**src/rtl/mem_port_arbiter.sv**
```systemverilog
// mem_port_arbiter
//   Shares one single-port synchronous block RAM between the CPU memory path
//   and the video/IO read requester. Each granted request becomes one 3-cycle
//   RAM access (IDLE -> ACCESS -> RESP). The CPU wins ties by default. A
//   starvation counter forces a video grant once the CPU has won MAX_WAIT ties
//   in a row.
//
// Ports
//   clk, reset                 clock (rising edge), synchronous active-low reset
//   cpu_req/we/addr/wdata      CPU request; held until cpu_ack
//   cpu_ack, cpu_rvalid        completion pulse; rvalid only for CPU reads
//   cpu_rdata                  RAM read data, valid while cpu_rvalid
//   vid_req/addr               video read request; held until vid_ack
//   vid_ack, vid_rdata         completion pulse with read data
//   mem_en/we/addr/wdata       registered RAM controls
//   mem_rdata                  RAM read data, valid the cycle after mem_en
module mem_port_arbiter #(
  parameter int ADDR_W   = 16,
  parameter int DATA_W   = 16,
  parameter int MAX_WAIT = 4
) (
  input  logic              clk,
  input  logic              reset,
  input  logic              cpu_req,
  input  logic              cpu_we,
  input  logic [ADDR_W-1:0] cpu_addr,
  input  logic [DATA_W-1:0] cpu_wdata,
  output logic              cpu_ack,
  output logic              cpu_rvalid,
  output logic [DATA_W-1:0] cpu_rdata,
  input  logic              vid_req,
  input  logic [ADDR_W-1:0] vid_addr,
  output logic              vid_ack,
  output logic [DATA_W-1:0] vid_rdata,
  output logic              mem_en,
  output logic              mem_we,
  output logic [ADDR_W-1:0] mem_addr,
  output logic [DATA_W-1:0] mem_wdata,
  input  logic [DATA_W-1:0] mem_rdata
);

  // MAX_WAIT = 0 would give a zero-width counter; keep one bit that stays 0.
  localparam int CNT_W = (MAX_WAIT > 0) ? $clog2(MAX_WAIT + 1) : 1;
  localparam logic [CNT_W-1:0] MAX_CNT = CNT_W'(MAX_WAIT);

  typedef enum logic [1:0] {
    IDLE   = 2'd0,
    ACCESS = 2'd1,
    RESP   = 2'd2
  } state_t;

  state_t            r_state;
  logic [CNT_W-1:0]  r_waitCnt;
  logic              r_ownerVid;
  logic              r_memEn;
  logic              r_memWe;
  logic [ADDR_W-1:0] r_memAddr;
  logic [DATA_W-1:0] r_memWdata;
  logic              r_cpuAck;
  logic              r_cpuRvalid;
  logic              r_vidAck;

  logic w_anyReq;
  logic w_grantVid;

  assign w_anyReq = cpu_req | vid_req;

  // Video wins when it is alone, or on a tie once the CPU has won MAX_WAIT
  // ties. With MAX_WAIT = 0 the counter is stuck at 0, so video wins every tie.
  assign w_grantVid = vid_req & (~cpu_req | (r_waitCnt == MAX_CNT));

  always_ff @(posedge clk) begin
    if (!reset) begin
      r_state     <= IDLE;
      r_waitCnt   <= '0;
      r_ownerVid  <= 1'b0;
      r_memEn     <= 1'b0;
      r_memWe     <= 1'b0;
      r_memAddr   <= '0;
      r_memWdata  <= '0;
      r_cpuAck    <= 1'b0;
      r_cpuRvalid <= 1'b0;
      r_vidAck    <= 1'b0;
    end else begin
      case (r_state)
        IDLE: begin
          r_cpuAck    <= 1'b0;
          r_cpuRvalid <= 1'b0;
          r_vidAck    <= 1'b0;
          if (w_anyReq) begin
            r_ownerVid <= w_grantVid;
            r_memEn    <= 1'b1;
            // A video owner can never write, whatever cpu_we is doing.
            r_memWe    <= ~w_grantVid & cpu_we;
            r_memAddr  <= w_grantVid ? vid_addr : cpu_addr;
            r_memWdata <= w_grantVid ? '0 : cpu_wdata;
            // The CPU can only win a tie while the counter is below MAX_CNT,
            // so the increment never overflows past MAX_WAIT.
            if (w_grantVid) begin
              r_waitCnt <= '0;
            end else if (vid_req) begin
              r_waitCnt <= r_waitCnt + CNT_W'(1);
            end
            r_state <= ACCESS;
          end
        end
        ACCESS: begin
          r_memEn     <= 1'b0;
          r_memWe     <= 1'b0;
          r_cpuAck    <= ~r_ownerVid;
          // r_memWe still holds the latched write flag on this edge.
          r_cpuRvalid <= ~r_ownerVid & ~r_memWe;
          r_vidAck    <= r_ownerVid;
          r_state     <= RESP;
        end
        RESP: begin
          r_cpuAck    <= 1'b0;
          r_cpuRvalid <= 1'b0;
          r_vidAck    <= 1'b0;
          r_state     <= IDLE;
        end
        default: begin
          r_memEn     <= 1'b0;
          r_memWe     <= 1'b0;
          r_cpuAck    <= 1'b0;
          r_cpuRvalid <= 1'b0;
          r_vidAck    <= 1'b0;
          r_state     <= IDLE;
        end
      endcase
    end
  end

  assign mem_en     = r_memEn;
  assign mem_we     = r_memWe;
  assign mem_addr   = r_memAddr;
  assign mem_wdata  = r_memWdata;
  assign cpu_ack    = r_cpuAck;
  assign cpu_rvalid = r_cpuRvalid;
  assign vid_ack    = r_vidAck;
  assign cpu_rdata  = mem_rdata;
  assign vid_rdata  = mem_rdata;

endmodule

```
**config.mk**
```make
export PLATFORM = sky130hd
export DESIGN_NAME = mem_port_arbiter
export DESIGN_NICKNAME = d
export VERILOG_FILES = /design/src/rtl/mem_port_arbiter.sv
export SDC_FILE = /design/constraint.sdc
export NUM_CORES = 1
export LEC_CHECK = 0
export CORE_ASPECT_RATIO = 0.5
export CORE_UTILIZATION = 37
export CTS_CLUSTER_DIAMETER = 60
export CTS_CLUSTER_SIZE = 40
export DETAILED_ROUTE_END_ITERATION = 10
export PLACE_DENSITY = 0.78
export SLEW_MARGIN = 5
export SYNTH_ARGS = -nofsm -noshare
export SYNTH_HDL_FRONTEND = slang
export SYNTH_SLANG_ARGS = --single-unit
export TNS_END_PERCENT = 20
```
**constraint.sdc**
```tcl
create_clock -name clk -period 2.39 [get_ports clk]
set_clock_uncertainty 0.15 [all_clocks]
set_input_delay 0.239 -clock clk [delete_from_list [all_inputs] [get_ports clk]]
set_output_delay 0.239 -clock clk [all_outputs]
set_load 0.02 [all_outputs]
```
==> metrics.txt, run 1 <==
# TYPE chip_impl_metric gauge
chip_impl_metric{name="timing.critical_path.slowest_cell_delay",unit="ps"} 500
chip_impl_metric{name="design.core.area",unit="sq um"} 5660
chip_impl_metric{name="die-width",unit="um"} 112
chip_impl_info{name="rsz0062_at_grt",value="false"} 1
chip_impl_metric{name="route.detailed.drc",unit=""} 7
chip_impl_metric{name="worst_slew_pin_slew",unit="ps"} 652
chip_impl_info{name="cts_tree",value="yes"} 1
chip_impl_metric{name="synth_edf_count",unit=""} 0
chip_impl_metric{name="worst_setup_hold_path_clk_slew",unit="ps"} 60
chip_impl_metric{name="max_cap_viol_count",unit=""} 0
chip_impl_metric{name="gp_congestion",unit=""} 0.834
chip_impl_metric{name="cp_max_fo",unit=""} 18
chip_impl_metric{name="max-slew-margin-rel",unit=""} 0.565
chip_impl_metric{name="htreeDepth",unit=""} 2
chip_impl_metric{name="drt_first_iter_violations",unit=""} 274
chip_impl_metric{name="dp_hpwl",unit="um"} 4690
chip_impl_metric{name="grt_pass1_wl",unit="um"} 10900
chip_impl_metric{name="vias",unit=""} 2248
chip_impl_metric{name="average_vias_per_placed_instance",unit=""} 6.01
chip_impl_metric{name="design.final.nets",unit=""} 371
chip_impl_metric{name="combinationalPowerShare",unit=""} 0.244
chip_impl_metric{name="internal_power_contribution",unit="mW"} 1.55
chip_impl_metric{name="grt.overflow.total",unit=""} 0
chip_impl_metric{name="reg2reg_depth",unit=""} 5
chip_impl_metric{name="layout-drive-gt1-share",unit=""} 0.0864
chip_impl_metric{name="utilization",unit=""} 0.548
chip_impl_metric{name="layout.cell_area.non_filler",unit="sq um"} 3100
chip_impl_metric{name="post_cts_resized",unit=""} 0
chip_impl_metric{name="timing.final.max_slew_violations",unit=""} 0
chip_impl_metric{name="syn_area",unit="sq um"} 2230
chip_impl_metric{name="grt_usage",unit=""} 0.213
chip_impl_metric{name="count_of_buffers_added_by_post_cts_timing_repair_for_setup",unit=""} 0
chip_impl_metric{name="number_of_antenna_violations_at_the_first_check_in_global_routing",unit=""} 0
chip_impl_info{name="critPathCaptureType",value="flip-flop"} 1
chip_impl_metric{name="worst_ep_required_time",unit="ps"} 2390
chip_impl_info{name="violations",value="DRC"} 1
chip_impl_metric{name="dieArea",unit="sq um"} 6370
chip_impl_info{name="synth_ff_type",value="dfxtp_1"} 1
chip_impl_metric{name="drtPass1Iterations",unit=""} 10
chip_impl_metric{name="power_frac_clock",unit=""} 0.373
chip_impl_metric{name="switching_share",unit=""} 0.272
chip_impl_metric{name="yosysUniqueCellTypes",unit=""} 30
chip_impl_metric{name="synthesis.instances",unit=""} 255
chip_impl_metric{name="die_height",unit="um"} 56.9
chip_impl_metric{name="synth-warning-count",unit=""} 0
chip_impl_metric{name="finalWorstPathRequiredPeriod",unit="ps"} 1910
chip_impl_info{name="yosysTopAreaCell",value="dfxtp_1"} 1
chip_impl_metric{name="clkLatencyLatePin",unit="ps"} 280
chip_impl_metric{name="timing.setup.tns",unit="ps"} 0
chip_impl_info{name="netlist_top_cells_area",value="dfxtp_1, buf_4, nor4_1"} 1
chip_impl_metric{name="postSynthRegisterBits",unit=""} 43
chip_impl_info{name="post-synth-top-count-cell",value="dfxtp_1"} 1
chip_impl_metric{name="area.growth.synth_to_final",unit="%"} 38.8
chip_impl_metric{name="synth-seq-area-share",unit=""} 0.385
chip_impl_info{name="cts_root_buf",value="clkbuf_16"} 1
chip_impl_metric{name="setup_violations",unit=""} 0
chip_impl_metric{name="fillers",unit=""} 495
chip_impl_metric{name="cell_area_placed",unit="sq um"} 2930
chip_impl_metric{name="row_count",unit=""} 19
chip_impl_metric{name="max-clock-path-buffers",unit=""} 2
chip_impl_metric{name="ys_async_sr_fraction",unit=""} 0
chip_impl_metric{name="totalWireLength",unit="um"} 6930
chip_impl_info{name="hold_path_class",value="flip-flop to flip-flop"} 1
chip_impl_metric{name="yosys.area.top_type_share",unit=""} 0.385
chip_impl_info{name="cell_at_the_slowest_stage_of_the_critical_path",value="a2111oi_0"} 1
chip_impl_metric{name="hold_buffers",unit=""} 0
chip_impl_metric{name="timing.final.crit_share",unit=""} 0.799
chip_impl_metric{name="power.ir.vdd_worst",unit="V"} 0.000382
chip_impl_metric{name="antenna-diode-count",unit=""} 0
chip_impl_metric{name="initial_core_util",unit=""} 0.395
chip_impl_metric{name="power.static_leakage",unit="nW"} 1.05
chip_impl_metric{name="postSynthAreaPerCell",unit="sq um"} 8.76
chip_impl_info{name="worstPathCellList",value="inv_1 -> ha_1 -> a21bo_4 -> a2111oi_0 -> nor4_1"} 1
chip_impl_metric{name="net_load_switching_power",unit="mW"} 0.578
chip_impl_metric{name="p_seq_frac",unit=""} 0.383
chip_impl_metric{name="postSynthNetCount",unit=""} 326
chip_impl_metric{name="min_delay_path_depth",unit=""} 1
chip_impl_info{name="status",value="complete, but fails checks"} 1
chip_impl_metric{name="routed_wire_length_per_instance",unit="um"} 18.5
chip_impl_info{name="synth.top_cells.by_count",value="dfxtp_1, a21oi_1, buf_4, nor4_1, o21ai_0"} 1
chip_impl_metric{name="via_count_of_the_first_global_routing_pass",unit=""} 2200
chip_impl_metric{name="achievable-frequency",unit="MHz"} 524
chip_impl_metric{name="port-buffer-count",unit=""} 89
chip_impl_metric{name="number_of_clock_sinks_seen_by_cts",unit=""} 43
chip_impl_metric{name="ioPinCount",unit=""} 138
chip_impl_metric{name="grt_start_max_net_pins",unit=""} 39
chip_impl_metric{name="cts_inserted_buffers",unit=""} 5
chip_impl_metric{name="cp_data_arrival_time",unit="ps"} 1910
chip_impl_metric{name="final-hold-violation-count",unit=""} 0
chip_impl_metric{name="antenna_violating_nets_post_route",unit=""} 0
chip_impl_info{name="crit_path_start_kind",value="flip-flop"} 1
chip_impl_info{name="worst-setup-path-type",value="flip-flop to flip-flop"} 1
chip_impl_metric{name="powerDensity",unit="nW/um^2"} 686
-- layer usage --
metal / track usage / vias up / routed length, um
met3: 0.0446 / 29 / 509
met5: 0 / - / 0
met1: 0.272 / 1059 / 2830
met2: 0.343 / 123 / 3360
li1: - / 1037 / -
met4: 0.120 / 0 / 239
-- state kept, by name (all words and copies together) (netlist names) --
signal / cells
r_state: 2
vid_ack: 1
mem_addr: 16
r_waitCnt: 3
cpu_rvalid: 1
r_ownerVid: 1
mem_wdata: 16
mem_we: 1
cpu_ack: 1
mem_en: 1
-- worst paths after layout --
path                                    from     endpoint  slack (ps)
worst max-delay path            r_waitCnt[0]  mem_addr[8]         480
worst min-delay path              r_ownerVid      cpu_ack         310
worst max register to register  r_waitCnt[0]  mem_addr[8]         480
worst min register to register    r_ownerVid      cpu_ack         310
-- cells by family after synthesis --
group	synth area share
AO/OA/AOI/OAI	0.281
adder cells (fa/ha/maj)	0.0112
buffers and inverters	0.187
flip-flops	0.385
AND/OR/NAND/NOR	0.136
-- power by group through the flow --
stage / sequential [mW] / combinational [mW] / clock [mW]
6_report: 0.814 / 0.519 / 0.792
5_1_grt: 0.820 / 0.553 / 0.832
4_1_cts: 0.813 / 0.518 / 0.800
3_5_place_dp: 0.827 / 0.514 / 0
3_3_place_gp: 0.827 / 0.499 / 0
2_1_floorplan: 0.889 / 0.281 / 0
-- cell type report --
| type | count | area (sq um) | area share |
|---|---|---|---|
| Clock inverter | 2 | 35.0 | 0.0113 |
| Inverter | 6 | 22.5 | 0.00726 |
| Clock buffer | 6 | 139 | 0.0448 |
| Timing Repair Buffer | 99 | 991 | 0.320 |
| Sequential cell | 43 | 861 | 0.278 |
| Tap cell | 73 | 91.3 | 0.0295 |
| Multi-Input combinational cell | 145 | 961 | 0.310 |
-- worst max-delay path, delay by kind of cell (launching register included) --
kind / cells / cell delay, ps
AOI/OAI and AO/OA: 2 / 820
DFF: 1 / 380
adders and majority gates: 1 / 260
and+or+nand+nor: 1 / 110
buffers and inverters: 1 / 60
-- per-stage QoR --
step / power [mW] / worst slack [ps] / cells / hold WS (ps)
floorplan: 1.17 / 636 / 255 / 249
global placement: 1.33 / 389 / 366 / 297
detailed placement: 1.34 / 304 / 366 / 299
CTS: 2.13 / 485 / 374 / 313
global route: 2.20 / 316 / 374 / 328
finish: 2.13 / 481 / 374 / 312
-- placed cells by master, fill, tap and decap left out, types with 2 or more instances in the layout --
cell type and count:
or3_1 2, a21oi_1 37, a2111oi_1 2, nor4_1 32
a2111oi_2 2, a2111oi_0 12, o21ai_0 19, nor3_1 3
inv_1 6, nand3_1 2, ha_1 2, clkbuf_16 5
dfxtp_1 43, buf_12 2, nand2_1 3, buf_4 8
o2111ai_1 17, nor2_2 2, clkdlybuf4s50_1 89
Power figures use the tool's default switching activity.
==> run 2, diff against run 1 <==
==> constraint.sdc (replaced) <==
create_clock -name clk -period 1.9 [get_ports clk]
set_clock_uncertainty 0.15 [all_clocks]
set_input_delay 0.19 -clock clk [delete_from_list [all_inputs] [get_ports clk]]
set_output_delay 0.19 -clock clk [all_outputs]
set_load 0.02 [all_outputs]
==> metrics.txt, run 2 (synthesized netlist as in run 1, its figures left out) <==
# TYPE chip_impl_metric gauge
chip_impl_info{name="status",value="complete, but fails checks"} 1
chip_impl_info{name="violations",value="DRC, setup timing"} 1
chip_impl_info{name="cts_root_buf",value="clkbuf_16"} 1
chip_impl_metric{name="worst_slew_pin_slew",unit="ps"} 398
chip_impl_metric{name="max-clock-path-buffers",unit=""} 2
chip_impl_info{name="final_common_cell",value="clkdlybuf4s50_1"} 1
chip_impl_metric{name="grt_pass1_wl",unit="um"} 10900
chip_impl_metric{name="cp_data_arrival_time",unit="ps"} 1910
chip_impl_metric{name="worst_setup_hold_path_clk_slew",unit="ps"} 60
chip_impl_metric{name="max-slew-margin-rel",unit=""} 0.728
chip_impl_metric{name="setup.reg_to_reg.worst_slack",unit="ps"} -6
chip_impl_info{name="cts_tree",value="yes"} 1
chip_impl_metric{name="reg2reg_depth",unit=""} 5
chip_impl_info{name="cell_at_the_slowest_stage_of_the_critical_path",value="a2111oi_0"} 1
chip_impl_metric{name="powerDensity",unit="nW/um^2"} 811
chip_impl_metric{name="timing.critical_path.slowest_cell_delay",unit="ps"} 460
chip_impl_metric{name="htreeDepth",unit=""} 2
chip_impl_metric{name="die-width",unit="um"} 112
chip_impl_metric{name="dp_hpwl",unit="um"} 4820
chip_impl_metric{name="grt_start_max_net_pins",unit=""} 33
chip_impl_metric{name="depth_of_the_critical_timing_path_with_buffers_and_inverters_included",unit=""} 5
chip_impl_metric{name="timing.final.crit_share",unit=""} 1.00
chip_impl_info{name="hold_path_class",value="primary input to output port"} 1
chip_impl_metric{name="dp_slack",unit="ps"} -53.5
chip_impl_metric{name="antenna-diode-count",unit=""} 0
chip_impl_metric{name="number_of_clock_sinks_seen_by_cts",unit=""} 43
chip_impl_metric{name="worst_ep_required_time",unit="ps"} 1900
chip_impl_metric{name="final-hold-violation-count",unit=""} 0
chip_impl_metric{name="grt.overflow.total",unit=""} 0
chip_impl_metric{name="clkLatencyLatePin",unit="ps"} 280
chip_impl_metric{name="worst-path-buf-inv",unit=""} 1
chip_impl_metric{name="timing.final.max_slew_violations",unit=""} 0
chip_impl_metric{name="timing.setup.tns",unit="ps"} -5.75
chip_impl_metric{name="totalWireLength",unit="um"} 7030
chip_impl_metric{name="via_count_of_the_first_global_routing_pass",unit=""} 2242
chip_impl_info{name="layout_common_cells",value="clkdlybuf4s50_1, dfxtp_1, a21oi_1"} 1
chip_impl_info{name="rr_startpoint",value="r_waitCnt[0]"} 1
chip_impl_info{name="worst_setup_path_startpoint",value="r_waitCnt[0]"} 1
chip_impl_metric{name="average_vias_per_placed_instance",unit=""} 6.02
chip_impl_info{name="worst-setup-path-type",value="flip-flop to flip-flop"} 1
chip_impl_metric{name="design.final.nets",unit=""} 379
chip_impl_metric{name="postLayoutSetupSlackWorst",unit="ps"} -5.75
chip_impl_metric{name="drtPass1Iterations",unit=""} 10
chip_impl_metric{name="routed_wire_length_per_instance",unit="um"} 18.4
chip_impl_metric{name="initial_core_util",unit=""} 0.395
chip_impl_metric{name="number_of_antenna_violations_at_the_first_check_in_global_routing",unit=""} 0
chip_impl_info{name="critPathCaptureType",value="flip-flop"} 1
chip_impl_metric{name="die_height",unit="um"} 56.9
chip_impl_metric{name="dieArea",unit="sq um"} 6370
chip_impl_metric{name="port-buffer-count",unit=""} 89
chip_impl_metric{name="power.static_leakage",unit="nW"} 1.07
chip_impl_info{name="critical-path-top-delay-family",value="compound AO/OA/AOI/OAI gates"} 1
chip_impl_info{name="rsz0062_at_grt",value="true"} 1
chip_impl_metric{name="gp_congestion",unit=""} 0.849
chip_impl_metric{name="route.detailed.drc",unit=""} 10
chip_impl_metric{name="number_of_cells_in_the_finished_layout_apart_from_fillers",unit=""} 381
chip_impl_metric{name="area.growth.synth_to_final",unit="%"} 40.7
chip_impl_metric{name="cp_max_fo",unit=""} 18
chip_impl_metric{name="layout-drive-gt1-share",unit=""} 0.110
chip_impl_metric{name="drt_first_iter_violations",unit=""} 201
chip_impl_metric{name="cts_inserted_buffers",unit=""} 5
chip_impl_metric{name="vias",unit=""} 2292
chip_impl_info{name="hold_path_startpoint",value="mem_rdata[10]"} 1
chip_impl_metric{name="max_cap_viol_count",unit=""} 0
chip_impl_metric{name="row_count",unit=""} 19
chip_impl_metric{name="place_inst",unit=""} 374
chip_impl_info{name="worstPathCellList",value="inv_1 -> ha_1 -> a21bo_4 -> a2111oi_0 -> nor4_1"} 1
chip_impl_metric{name="grt_usage",unit=""} 0.215
chip_impl_metric{name="achievable-frequency",unit="MHz"} 525
chip_impl_metric{name="setup_violations",unit=""} 1
chip_impl_metric{name="design.core.area",unit="sq um"} 5660
chip_impl_info{name="crit_path_start_kind",value="flip-flop"} 1
chip_impl_metric{name="antenna_violating_nets_post_route",unit=""} 0
chip_impl_metric{name="ioPinCount",unit=""} 138
chip_impl_metric{name="finalWorstPathRequiredPeriod",unit="ps"} 1910
chip_impl_metric{name="power.ir.vdd_worst",unit="V"} 0.000436
chip_impl_metric{name="min_delay_path_depth",unit=""} 0
[run 2: cell types whose count changed in the layout (fill, tap and decap cells not counted), sizes merged]
cell / before / now
bufinv: 1 / 0
buf: 10 / 18
[run 2: final cells by class]
cell class / count / area, sq um
clock buffer: 6 / 139
timing repair buffer: 107 / 1050
inverter: 6 / 22.5
multi-input combinational: 145 / 973
clock inverter: 1 / 5.00
sequential: 43 / 861
tap: 73 / 91.3
fill: 485 / 2510
[run 2: metrics by stage]
stage           util  power, mW  area [sq um]  hold WS [ps]
2_1_floorplan      -       1.47          2230           200
3_3_place_gp   0.528       1.68          2990           230
3_5_place_dp   0.528       1.71          2990           230
4_1_cts        0.553       2.54          3130           230
5_1_grt        0.556       2.65          3140           230
6_report       0.556       2.55          3140           230
[run 2: repair_timing]
action,in CTS,in global routing
hold buffers,0,0
resized for setup,0,7
setup endpoints to repair,2,14
setup buffers,0,0
[run 2: power breakdown]
part	internal, mW	switching [mW]
sequential	0.978	0.0460
combinational	0.332	0.344
clock	0.513	0.336
total	1.82	0.727
[run 2: final timing paths]
path	endpoint
setup / recovery	mem_addr[9]
hold / removal	cpu_rdata[10]
setup reg to reg	mem_addr[9]
hold reg to reg	cpu_ack
[run 2: worst register-to-register path, cell delays in order (launching register included)]
cell       delay, ps
dfxtp_1          380
inv_1             70
ha_1             270
a21bo_4          330
a2111oi_0        470
nor4_1           110
[run 2: layer usage]
layer	global-route usage	share of wire	vias to the layer above
li1	-	-	1051
met1	0.258	0.41	1100
met2	0.372	0.48	114
met3	0.0468	0.070	27
met4	0.114	0.032	0
met5	0	0	-
==> run 3, diff against run 2 <==
--- a/config.mk
+++ b/config.mk
@@ -10,7 +10,8 @@
 export CTS_CLUSTER_DIAMETER = 60
 export CTS_CLUSTER_SIZE = 40
 export DETAILED_ROUTE_END_ITERATION = 10
-export PLACE_DENSITY = 0.78
+export GPL_TIMING_DRIVEN = 1
+export PLACE_DENSITY = 0.77
 export SLEW_MARGIN = 5
 export SYNTH_ARGS = -nofsm -noshare
 export SYNTH_HDL_FRONTEND = slang
==> metrics.txt, run 3 (synthesized netlist as in run 1, its figures left out) <==
# TYPE chip_impl_metric gauge
chip_impl_metric{name="worst_ep_required_time",unit="ps"} 1910
chip_impl_metric{name="worst_setup_hold_path_clk_slew",unit="ps"} 60
chip_impl_metric{name="cts_inserted_buffers",unit=""} 5
chip_impl_metric{name="power.static_leakage",unit="nW"} 1.09
chip_impl_metric{name="achievable-frequency",unit="MHz"} 557
chip_impl_metric{name="grt.overflow.total",unit=""} 0
chip_impl_metric{name="worst_slew_pin_slew",unit="ps"} 411
chip_impl_metric{name="dieArea",unit="sq um"} 6370
chip_impl_info{name="violations",value="DRC"} 1
chip_impl_metric{name="reg2reg_depth",unit=""} 6
chip_impl_metric{name="number_of_antenna_violations_at_the_first_check_in_global_routing",unit=""} 0
chip_impl_metric{name="totalWireLength",unit="um"} 7100
chip_impl_metric{name="drt_first_iter_violations",unit=""} 158
chip_impl_metric{name="cp_data_arrival_time",unit="ps"} 1810
chip_impl_metric{name="fillers",unit=""} 502
chip_impl_metric{name="min_delay_path_depth",unit=""} 0
chip_impl_metric{name="layout-drive-gt1-share",unit=""} 0.127
chip_impl_metric{name="clkLatencyLatePin",unit="ps"} 280
chip_impl_info{name="final_common_cell",value="clkdlybuf4s50_1"} 1
chip_impl_metric{name="internal_power_contribution",unit="mW"} 1.83
chip_impl_metric{name="via_count_of_the_first_global_routing_pass",unit=""} 2174
chip_impl_metric{name="power_frac_clock",unit=""} 0.328
chip_impl_metric{name="die_height",unit="um"} 56.9
chip_impl_metric{name="grt_start_max_net_pins",unit=""} 40
chip_impl_metric{name="finalWorstPathRequiredPeriod",unit="ps"} 1800
chip_impl_metric{name="combinationalPowerShare",unit=""} 0.271
chip_impl_metric{name="ioPinCount",unit=""} 138
chip_impl_metric{name="powerDensity",unit="nW/um^2"} 802
chip_impl_metric{name="grt_pass1_wl",unit="um"} 10700
chip_impl_metric{name="grt_usage",unit=""} 0.212
chip_impl_metric{name="timing.final.max_slew_violations",unit=""} 0
chip_impl_metric{name="number_of_clock_sinks_seen_by_cts",unit=""} 43
chip_impl_metric{name="net_load_switching_power",unit="mW"} 0.723
chip_impl_metric{name="setup_violations",unit=""} 0
chip_impl_metric{name="final-hold-violation-count",unit=""} 0
chip_impl_metric{name="design.core.area",unit="sq um"} 5660
chip_impl_metric{name="row_count",unit=""} 19
chip_impl_info{name="cts_tree",value="yes"} 1
chip_impl_info{name="crit_path_start_kind",value="flip-flop"} 1
chip_impl_metric{name="drtPass1Iterations",unit=""} 8
chip_impl_metric{name="hold_buffers",unit=""} 0
chip_impl_metric{name="max_cap_viol_count",unit=""} 0
chip_impl_metric{name="die-width",unit="um"} 112
chip_impl_metric{name="power.ir.vdd_worst",unit="V"} 0.000444
chip_impl_metric{name="cp_max_fo",unit=""} 17
chip_impl_metric{name="max-slew-margin-rel",unit=""} 0.719
chip_impl_metric{name="gp_congestion",unit=""} 0.777
chip_impl_metric{name="htreeDepth",unit=""} 2
chip_impl_metric{name="timing.setup.tns",unit="ps"} 0
chip_impl_metric{name="routed_wire_length_per_instance",unit="um"} 18.6
chip_impl_metric{name="power.total",unit="mW"} 2.56
chip_impl_metric{name="fin_hold_ws",unit="ps"} 230
chip_impl_metric{name="dp_hpwl",unit="um"} 4980
chip_impl_info{name="layout_common_cells",value="clkdlybuf4s50_1, dfxtp_1, a21oi_1"} 1
chip_impl_metric{name="max-clock-path-buffers",unit=""} 2
chip_impl_metric{name="average_vias_per_placed_instance",unit=""} 5.93
chip_impl_metric{name="p_seq_frac",unit=""} 0.402
chip_impl_metric{name="switching_share",unit=""} 0.283
chip_impl_metric{name="port-buffer-count",unit=""} 89
chip_impl_info{name="cts_root_buf",value="clkbuf_16"} 1
chip_impl_info{name="hold_path_class",value="primary input to output port"} 1
chip_impl_info{name="worst-setup-path-type",value="flip-flop to flip-flop"} 1
chip_impl_metric{name="antenna-diode-count",unit=""} 0
chip_impl_metric{name="initial_core_util",unit=""} 0.395
chip_impl_metric{name="design.final.nets",unit=""} 379
chip_impl_info{name="status",value="complete, but fails checks"} 1
chip_impl_metric{name="vias",unit=""} 2260
chip_impl_metric{name="number_of_cells_in_the_finished_layout_apart_from_fillers",unit=""} 381
chip_impl_metric{name="antenna_violating_nets_post_route",unit=""} 0
chip_impl_info{name="rsz0062_at_grt",value="false"} 1
chip_impl_metric{name="area.growth.synth_to_final",unit="%"} 42.7
chip_impl_metric{name="place_inst",unit=""} 373
chip_impl_metric{name="timing.final.crit_share",unit=""} 0.945
chip_impl_metric{name="route.detailed.drc",unit=""} 11
chip_impl_info{name="critPathCaptureType",value="flip-flop"} 1
[run 3: cell types whose count changed in the layout (fill, tap and decap cells not counted)]
cell | previous run | this run
a2111oi_1 | 7 | 4
ha_2 | 0 | 1
a2111oi_2 | 3 | 6
dfxtp_2 | 0 | 1
ha_1 | 2 | 1
buf_12 | 2 | 4
buf_4 | 16 | 14
dfxtp_1 | 43 | 42
[run 3: power groups by stage]
stage	Combinational, mW	Sequential, mW	Clock (mW)
2_1_floorplan	0.354	1.12	0
3_3_place_gp	0.649	1.04	0
3_5_place_dp	0.671	1.04	0
4_1_cts	0.676	1.03	0.844
5_1_grt	0.731	1.03	0.891
6_report	0.692	1.03	0.837
[run 3: per-stage QoR]
stage / cell area (sq um) / utilization / setup slack [ps]
final: 3190 / 0.563 / 105
after global routing: 3190 / 0.563 / 13.4
after CTS: 3150 / 0.557 / 25.2
after detailed placement: 3000 / 0.531 / -59.1
after global placement: 3000 / 0.531 / 55.9
after floorplan: 2230 / - / 146
[run 3: worst paths after layout]
| check | from | to | slack [ps] |
|---|---|---|---|
| setup reg to reg | r_waitCnt[1] | mem_addr[14] | 100 |
| hold / removal | mem_rdata[3] | cpu_rdata[3] | 230 |
| hold reg to reg | r_ownerVid | cpu_ack | 300 |
| setup / recovery | r_waitCnt[1] | mem_addr[14] | 100 |
[run 3: routing by layer]
metal | GRT usage | share of wire | up-vias
li1 | - | - | 1053
met1 | 0.249 | 0.41 | 1078
met2 | 0.374 | 0.51 | 112
met3 | 0.0414 | 0.069 | 17
met4 | 0.118 | 0.019 | 0
met5 | 0 | 0 | -
[run 3: layout make-up]
cell class	count	area (sq um)	share of cell area
Sequential cell	43	862	0.271
Clock inverter	1	5.00	0.00157
Timing Repair Buffer	107	1080	0.338
Tap cell	73	91.3	0.0287
Clock buffer	6	139	0.0436
Inverter	6	22.5	0.00707
Multi-Input combinational cell	145	991	0.311
[run 3: critical path, cell delays in order, from the launching register on]
cell and delay [ps]:
dfxtp_1 360, inv_1 60, ha_2 200, a21bo_4 300, buf_4 170, a2111oi_2 350
nor4_1 90
[run 3: timing repair]
action                                 CTS  global route
pin swaps                                0             1
gates resized for setup                  2            10
setup endpoints to repair                2            15
endpoints found under the hold margin    0             0
setup buffers                            0             1
